==> src/rtl/pipe_pkg.sv <==
// Shared pipeline-stage types: occupancy encoding, NOP bubble and IF/ID payload layout.
package pipe_pkg;

  typedef enum logic [1:0] {
    OCC_EMPTY = 2'd0,
    OCC_FULL  = 2'd1,
    OCC_SKID  = 2'd2
  } occ_e;

  localparam int unsigned PC_W    = 32;
  localparam int unsigned INSTR_W = 32;
  localparam int unsigned IF_ID_W = PC_W + INSTR_W;

  // addi x0,x0,0: what a bubble decodes to in instruction-carrying stages
  localparam logic [INSTR_W-1:0] NOP_INSTR = 32'h0000_0013;

  typedef struct packed {
    logic [PC_W-1:0]    pc;
    logic [INSTR_W-1:0] instr;
  } if_id_t;

endpackage

==> src/rtl/pipe_stage_buf.sv <==
// Generic pipeline stage register with valid/ready handshake, flush-to-bubble
// and an optional 2-entry skid buffer that makes in_ready_o flop-driven.
module pipe_stage_buf
  import pipe_pkg::*;
#(
  parameter int unsigned       DATA_W     = 64,
  parameter bit                SKID       = 1'b1,
  parameter logic [DATA_W-1:0] BUBBLE_VAL = '0,
  parameter bit                CLEAR_DATA = 1'b1
) (
  input  logic              clk_i,
  input  logic              rst_i,
  input  logic              flush_i,
  input  logic              in_valid_i,
  output logic              in_ready_o,
  input  logic [DATA_W-1:0] in_data_i,
  output logic              out_valid_o,
  input  logic              out_ready_i,
  output logic [DATA_W-1:0] out_data_o,
  output logic [1:0]        occupancy_o
);

  occ_e              state_q, state_d;
  logic [DATA_W-1:0] main_q, main_d;
  logic [DATA_W-1:0] skid_q, skid_d;
  logic              in_hs, out_hs;

  assign out_valid_o = (state_q != OCC_EMPTY);
  assign out_data_o  = main_q;
  assign occupancy_o = 2'(state_q);

  // SKID=1 keeps ready off the downstream ready path; SKID=0 passes it through
  if (SKID) begin : g_ready_reg
    assign in_ready_o = (state_q != OCC_SKID);
  end else begin : g_ready_comb
    assign in_ready_o = out_ready_i | ~out_valid_o;
  end

  assign in_hs  = in_valid_i & in_ready_o;
  assign out_hs = out_valid_o & out_ready_i;

  always_comb begin
    state_d = state_q;
    main_d  = main_q;
    skid_d  = skid_q;
    if (flush_i) begin
      // a beat accepted this cycle is consumed but not stored
      state_d = OCC_EMPTY;
      if (CLEAR_DATA) begin
        main_d = BUBBLE_VAL;
        skid_d = BUBBLE_VAL;
      end
    end else begin
      case (state_q)
        OCC_EMPTY: begin
          if (in_hs) begin
            state_d = OCC_FULL;
            main_d  = in_data_i;
          end
        end
        OCC_FULL: begin
          if (in_hs && out_hs) begin
            main_d = in_data_i;
          end else if (in_hs) begin
            state_d = OCC_SKID;
            skid_d  = in_data_i;
          end else if (out_hs) begin
            state_d = OCC_EMPTY;
            if (CLEAR_DATA) main_d = BUBBLE_VAL;
          end
        end
        OCC_SKID: begin
          if (out_hs) begin
            state_d = OCC_FULL;
            main_d  = skid_q;
            if (CLEAR_DATA) skid_d = BUBBLE_VAL;
          end
        end
        default: state_d = OCC_EMPTY;
      endcase
    end
  end

  always_ff @(posedge clk_i or posedge rst_i) begin
    if (rst_i) begin
      state_q <= OCC_EMPTY;
      main_q  <= BUBBLE_VAL;
      skid_q  <= BUBBLE_VAL;
    end else begin
      state_q <= state_d;
      main_q  <= main_d;
      skid_q  <= skid_d;
    end
  end

endmodule

==> config.mk <==
export PLATFORM = sky130hd
export DESIGN_NAME = pipe_stage_buf
export DESIGN_NICKNAME = d
export VERILOG_FILES = /design/src/rtl/pipe_pkg.sv /design/src/rtl/pipe_stage_buf.sv
export SDC_FILE = /design/constraint.sdc
export NUM_CORES = 1
export LEC_CHECK = 0
export ABC_AREA = 1
export CELL_PAD_IN_SITES_DETAIL_PLACEMENT = 1
export CELL_PAD_IN_SITES_GLOBAL_PLACEMENT = 2
export CORE_MARGIN = 2
export CORE_UTILIZATION = 28
export DETAILED_ROUTE_END_ITERATION = 10
export PLACE_DENSITY = 0.79
export SKIP_LAST_GASP = 1
export SLEW_MARGIN = 20
export SYNTH_ARGS = -nofsm -noshare
export SYNTH_HDL_FRONTEND = slang
export SYNTH_SLANG_ARGS = --single-unit
==> constraint.sdc <==
create_clock -name clk_i -period 5.3 [get_ports clk_i]
set_input_delay 1.06 -clock clk_i [delete_from_list [all_inputs] [get_ports clk_i]]
set_output_delay 1.06 -clock clk_i [all_outputs]
set_load 0.005 [all_outputs]
==> impl_metrics.csv, run 1 <==
group,metric,value,unit
sta,max_clock_freq,0.329,GHz
critical_path,setup.worst_path.end_class,"register",
global_route,grt_overflow,0,
synth,synthesis.yosys.warnings,0,
sta,finalHoldViolCount,0,
clocking,cts_hold_repair.buffers,0,
sta,worst-slew-pin-transition,0.947,ns
synth,synth_top_cell_by_area,"dfrtp_1",
clocking,worst_skew_pair.late_latency,0.42,ns
drt,route.detailed.wl_per_inst,15.6,µm
drt,drt_iter0_drc,308,
placed_design,place.gp.congestion,0.730,
synth,synthDominantCellAreaShare,49.2,%
clocking,cts.clk_slew.worst_paths,0.06,ns
sta,layout_worst_path_cycle_share,57.4,%
layout,antenna_cells,0,
placed_design,port_buffers,136,
die,core,23300,µm²
layout,share_of_final_layout_standard_cells_stronger_than_drive_strength_1,5.27,%
drt,maxUsedRoutingLayer,"met4",
clocking,cts_tree,"built",
drt,num_vias,6173,
power_and_ir_drop,cellLeakagePower,0.00471,µW
sta,relSlewSlack,36.7,%
global_route,grt_pass1_vias,6519,
die,die-area,24900,µm²
critical_path,worstSetupPathType,"input port to register",
sta,setup_violations,0,
sta,fin_crit,3.04,ns
sta,drv_slew,0,
flow_run,max_cap_violations,0,
placed_design,dp_hpwl,12700,µm
critical_path,crit_path_start_kind,"input port",
drt,route.final.wire_length,21600,µm
layout,nets,1123,
clocking,clock_sinks,130,
hold_path,hold_path_class,"register to register",
clocking,maximum_clock_insertion_buffer_count,2,
layout,area_growth_syn_to_layout,32.3,%
die,ioPinCount,137,
synth,synth_top_cells_by_area,"dfrtp_1 (49%), nand2_1 (33%), nand3_1 (5.2%)",
die,std_cell_rows,56,
die,starting_density_of_the_core,28.4,%
synth,post_synthesis_instance_total,944,
drt,route.met2.wl,10000,µm
layout,fin_area,8750,µm²
clocking,clock_tree.htree_level_count,4,
synth,synth_sequential_area_ratio,49.2,%
clocking,cts.repair_timing.setup_buffer_count,0,
drt,drtPass1Iterations,5,
global_route,maximum_number_of_pins_on_one_net_before_global_route_repair,106,
clocking,cts-buffers-inserted,17,
global_route,grt_usage,18.2,%
drt,met3RoutedLength,678,µm
placed_design,dpl_cell_area,8120,µm²
sta,rsz0062_at_grt,"false",
status,outcome,"finished clean",
power_and_ir_drop,vdd_drop_max,291,µV
synth,ys_types,20,
drt,via_per_inst,4.47,
layout,layout.cells.most_common,"nand2_1",
global_route,antenna_found_initial,0,
critical_path,critPathRequiredTime,5.61,ns
global_route,global_route_wire_length_before_repair,35200,µm
drt,met1_routed_wirelength_after_detailed_routing,10700,µm
sta,timing.clock.skew,0.0111,ns
drt,antenna_left,0,
clocking,post_cts.resized_instances,0,
drt,route.detailed.drc,0,
critical_path,arrival,3.36,ns
sta,timing.setup.tns,0,ns
synth,syn_area_per_cell,7.01,µm²
die,die_w,158,µm
synth,synthesis.area,6620,µm²
synth,mappedNetlistNets,1018,
synth,ys_seq_elements,130,
clocking,ctsRootBufferMaster,"clkbuf_16",
critical_path,worstPathMaxFanout,64,
layout,most-common-layout-cells,"nand2_1 (590), clkdlybuf4s50_1 (135), dfrtp_1 (130), nand3_1 (69), nor2_1 (67)",
die,die_height,158,µm
power_and_ir_drop,total_power_per_unit_cell_area,467,nW/µm²
[cells by family (layout without fill, tap and decap cells)]
family | count (synthesis) | count (layout) | synth area share [%]
compound gates | 2 | 2 | 0.151
fa+ha+maj | 5 | 5 | 0.946
buf+inv | 71 | 189 | 6.00
flops | 130 | 130 | 49.2
simple gates | 736 | 736 | 43.7
[per-layer routing]
layer | vias up | track usage, %
li1 | 3072 | -
met1 | 2976 | 25.1
met2 | 110 | 29.6
met3 | 15 | 3.07
met4 | 0 | 4.42
met5 | - | 0
[through the flow]
stage	hold WS [ns]	std cells	util, %	setup WS [ns]	power [µW]
after floorplan	0.442	944	-	0.771	2230
after global placement	0.453	1348	34.7	1.52	2830
after detailed placement	0.458	1349	34.8	1.79	2860
after CTS	0.473	1381	37.5	2.23	4160
after global routing	0.490	1381	37.5	2.04	4390
final	0.469	1381	37.5	2.26	4090
[area by class of cell]
class | count | area, µm²
Timing Repair Buffer | 145 | 1440
Multi-Input combinational cell | 743 | 2980
Inverter | 12 | 55.1
Sequential cell | 130 | 3250
Fill cell | 2846 | 14600
Clock buffer | 22 | 474
Clock inverter | 10 | 155
Tap cell | 319 | 399
[where the power goes]
| group | internal [µW] | leakage [µW] | switching [µW] |
|---|---|---|---|
| sequential | 1280 | 0.00171 | 171 |
| clock | 822 | 0.000306 | 454 |
| combinational | 564 | 0.00270 | 798 |
| total | 2670 | 0.00471 | 1420 |
[final timing paths]
check                               start        endpoint  slack (ns)  cells past startpoint
setup / recovery              out_ready_i  out_data_o[14]        2.26                      8
hold / removal                 skid_q[59]      skid_q[59]        0.47                      2
setup reg to reg           occupancy_o[0]  out_data_o[14]        2.45                     10
hold reg to reg                skid_q[59]      skid_q[59]        0.47                      2
max in group asynchronous           rst_i  out_data_o[34]        3.20                      3
min in group asynchronous           rst_i  out_data_o[27]        1.16                      2
[sequential cells by signal, summed over array words and instances, names as in the netlist]
name / count
skid_q: 64
occupancy_o: 2
out_data_o: 64
[critical path: stages]
cell and delay [ns]:
clkdlybuf4s50_1 0.47, nand2_2 0.08, nand3_2 0.11, nand2_1 0.10
nor2_4 0.73, inv_4 0.50, nand2_1 0.19, nand2_1 0.07
[synthesized netlist by cell type]
master    count
a21oi_1       1
buf_1         2
buf_2        23
buf_4        13
buf_6         7
clkbuf_1     14
dfrtp_1     130
ha_1          5
inv_1         6
inv_2         6
nand2_1     590
nand2_2       3
nand3_1      69
nand3_2       2
nand4_2       1
nor2_1       67
nor2_2        2
nor2_4        1
nor4_1        1
o21ai_0       1
Power figures use the tool's default switching activity.
==> inputs of run 2 (changes only) <==
clock period = 2.9 ns   (was 5.3 ns; I/O delays follow)
==> run 2 against run 1 <==
Final cell count is 0.36% higher. Sequential cell count is the same. Non-clock buffer count grew 5. Die area unchanged. Worst setup slack worse by 1.8 ns. First-iteration DRC count grew 13%. Count of clock-buffer cells in the layout down 5. Sequential power rose by 83%. Sequential share of layout area down 0.57 points.
==> impl_metrics.csv, run 2 (synthesis gave the netlist of run 1 again) <==
group,metric,value,unit
clocking,cts_tree,"built",
drt,antenna_left,0,
critical_path,worstSetupPathType,"register to primary output",
sta,layout_worst_path_cycle_share,83.0,%
layout,layout.cells.most_common,"nand2_1",
clocking,post_cts.resized_instances,0,
placed_design,place.detailed.instances,1354,
critical_path,arrival,1.83,ns
die,die_height,158,µm
critical_path,cp_cell_sequence,"inv_1, ha_1, inv_1, clkdlybuf4s50_1",
drt,route.detailed.drc,0,
die,ioPinCount,137,
global_route,global_route_wire_length_before_repair,34600,µm
layout,nets,1128,
critical_path,worstPathMaxFanout,6,
drt,route.met2.wl,9920,µm
sta,setup_violations,0,
layout,antenna_cells,0,
sta,max_clock_freq,0.415,GHz
clocking,clock_tree.htree_level_count,4,
drt,num_vias,6200,
die,core,23300,µm²
clocking,cts_hold_repair.buffers,0,
clocking,cts.repair_timing.setup_buffer_count,0,
drt,drt_iter0_drc,349,
critical_path,setup.worst_path.end_class,"primary output",
critical_path,critical_path.max_stage_delay,0.49,ns
sta,fin_crit,2.41,ns
layout,area_growth_syn_to_layout,34.4,%
placed_design,place.gp.congestion,0.750,
drt,via_per_inst,4.47,
clocking,cts-buffers-inserted,17,
layout,layout.cells.non_filler,1386,
clocking,maximum_clock_insertion_buffer_count,2,
layout,share_of_final_layout_standard_cells_stronger_than_drive_strength_1,5.90,%
status,outcome,"finished clean",
hold_path,hold_path_class,"register to register",
drt,route.final.wire_length,21300,µm
global_route,maximum_number_of_pins_on_one_net_before_global_route_repair,65,
clocking,worst_skew_pair.late_latency,0.42,ns
sta,timing.setup.tns,0,ns
clocking,clock_sinks,130,
critical_path,worst_path_bufs_invs,3,
power_and_ir_drop,vdd_drop_max,496,µV
power_and_ir_drop,total_power_per_unit_cell_area,847,nW/µm²
power_and_ir_drop,design_power_total,7530,µW
sta,worst-slew-pin-transition,0.811,ns
clocking,ctsRootBufferMaster,"clkbuf_16",
global_route,grt_usage,17.9,%
clocking,cts.clk_slew.worst_paths,0.06,ns
global_route,grt_pass1_vias,6528,
critical_path,critPathRequiredTime,2.32,ns
die,die_w,158,µm
die,std_cell_rows,56,
flow_run,max_cap_violations,0,
placed_design,dp_hpwl,12800,µm
critical_path,crit_path_start_kind,"register",
sta,finalHoldViolCount,0,
drt,drtPass1Iterations,4,
layout,most-common-layout-cells,"nand2_1 (590), clkdlybuf4s50_1 (135), dfrtp_1 (130), nand3_1 (69), nor2_1 (67)",
drt,route.detailed.wl_per_inst,15.4,µm
drt,maxUsedRoutingLayer,"met4",
die,starting_density_of_the_core,28.4,%
sta,drv_slew,0,
critical_path,critPathMostFrequentCell,"inv_1",
drt,met1_routed_wirelength_after_detailed_routing,10600,µm
critical_path,slowest_cell_on_the_critical_path,"clkdlybuf4s50_1",
placed_design,port_buffers,136,
sta,relSlewSlack,45.9,%
sta,timing.clock.skew,0.00759,ns
global_route,grt_overflow,0,
sta,rsz0062_at_grt,"false",
power_and_ir_drop,cellLeakagePower,0.00476,µW
global_route,antenna_found_initial,0,
die,die-area,24900,µm²
drt,met3RoutedLength,640,µm
critical_path,critPathTopFamily,"buffers and inverters",
[run 2: cell types whose count changed in the layout (fill, tap and decap cells not counted), sizes merged]
cell / previous run / this run
clkinv: 4 / 7
clkbuf: 22 / 17
clkinvlp: 2 / 4
buf: 10 / 15
[run 2: where the power goes]
group | total [µW] | switching (µW) | internal [µW]
Clock | 2320 | 875 | 1450
Combinational | 2550 | 1460 | 1100
Sequential | 2650 | 309 | 2340
[run 2: final timing paths]
kind                       cells after the start             end      startpoint  slack, ns
setup / recovery                               4      in_ready_o  occupancy_o[0]       0.49
hold / removal                                 2      skid_q[21]      skid_q[21]       0.47
setup reg to reg                              10  out_data_o[25]  occupancy_o[0]       0.79
hold reg to reg                                2      skid_q[21]      skid_q[21]       0.47
max in group asynchronous                      3      skid_q[63]           rst_i       1.69
min in group asynchronous                      2      skid_q[53]           rst_i       0.63
[run 2: worst min-delay path: cells and delay by family (launching register included)]
kind / cells / cell delay (ns)
AND/OR/NAND/NOR: 2 / 0.09
flip-flops: 1 / 0.34
[run 2: cell type report]
| cell class | instances | area, µm² |
|---|---|---|
| Multi-Input combinational cell | 743 | 2980 |
| Sequential cell | 130 | 3250 |
| Clock inverter | 15 | 209 |
| Inverter | 12 | 48.8 |
| Clock buffer | 17 | 425 |
| Timing Repair Buffer | 150 | 1570 |
| Tap cell | 319 | 399 |
| Fill cell | 2884 | 14400 |
[run 2: routing by layer]
metal / GRT usage, % / vias up
met5: 0 / -
met4: 4.03 / 0
met2: 30.5 / 95
li1: - / 3081
met1: 23.4 / 3015
met3: 3.42 / 9
[run 2: stage by stage]
| step | area [µm²] | hold WS [ns] | worst slack (ns) | utilization [%] |
|---|---|---|---|---|
| after CTS | 8890 | 0.475 | 0.461 | 38.1 |
| after global routing | 8890 | 0.494 | 0.391 | 38.1 |
| after detailed placement | 8250 | 0.459 | 0.590 | 35.4 |
| final | 8890 | 0.472 | 0.492 | 38.1 |
| after floorplan | 6620 | 0.442 | 0.711 | - |
| after global placement | 8250 | 0.454 | 0.586 | 35.4 |
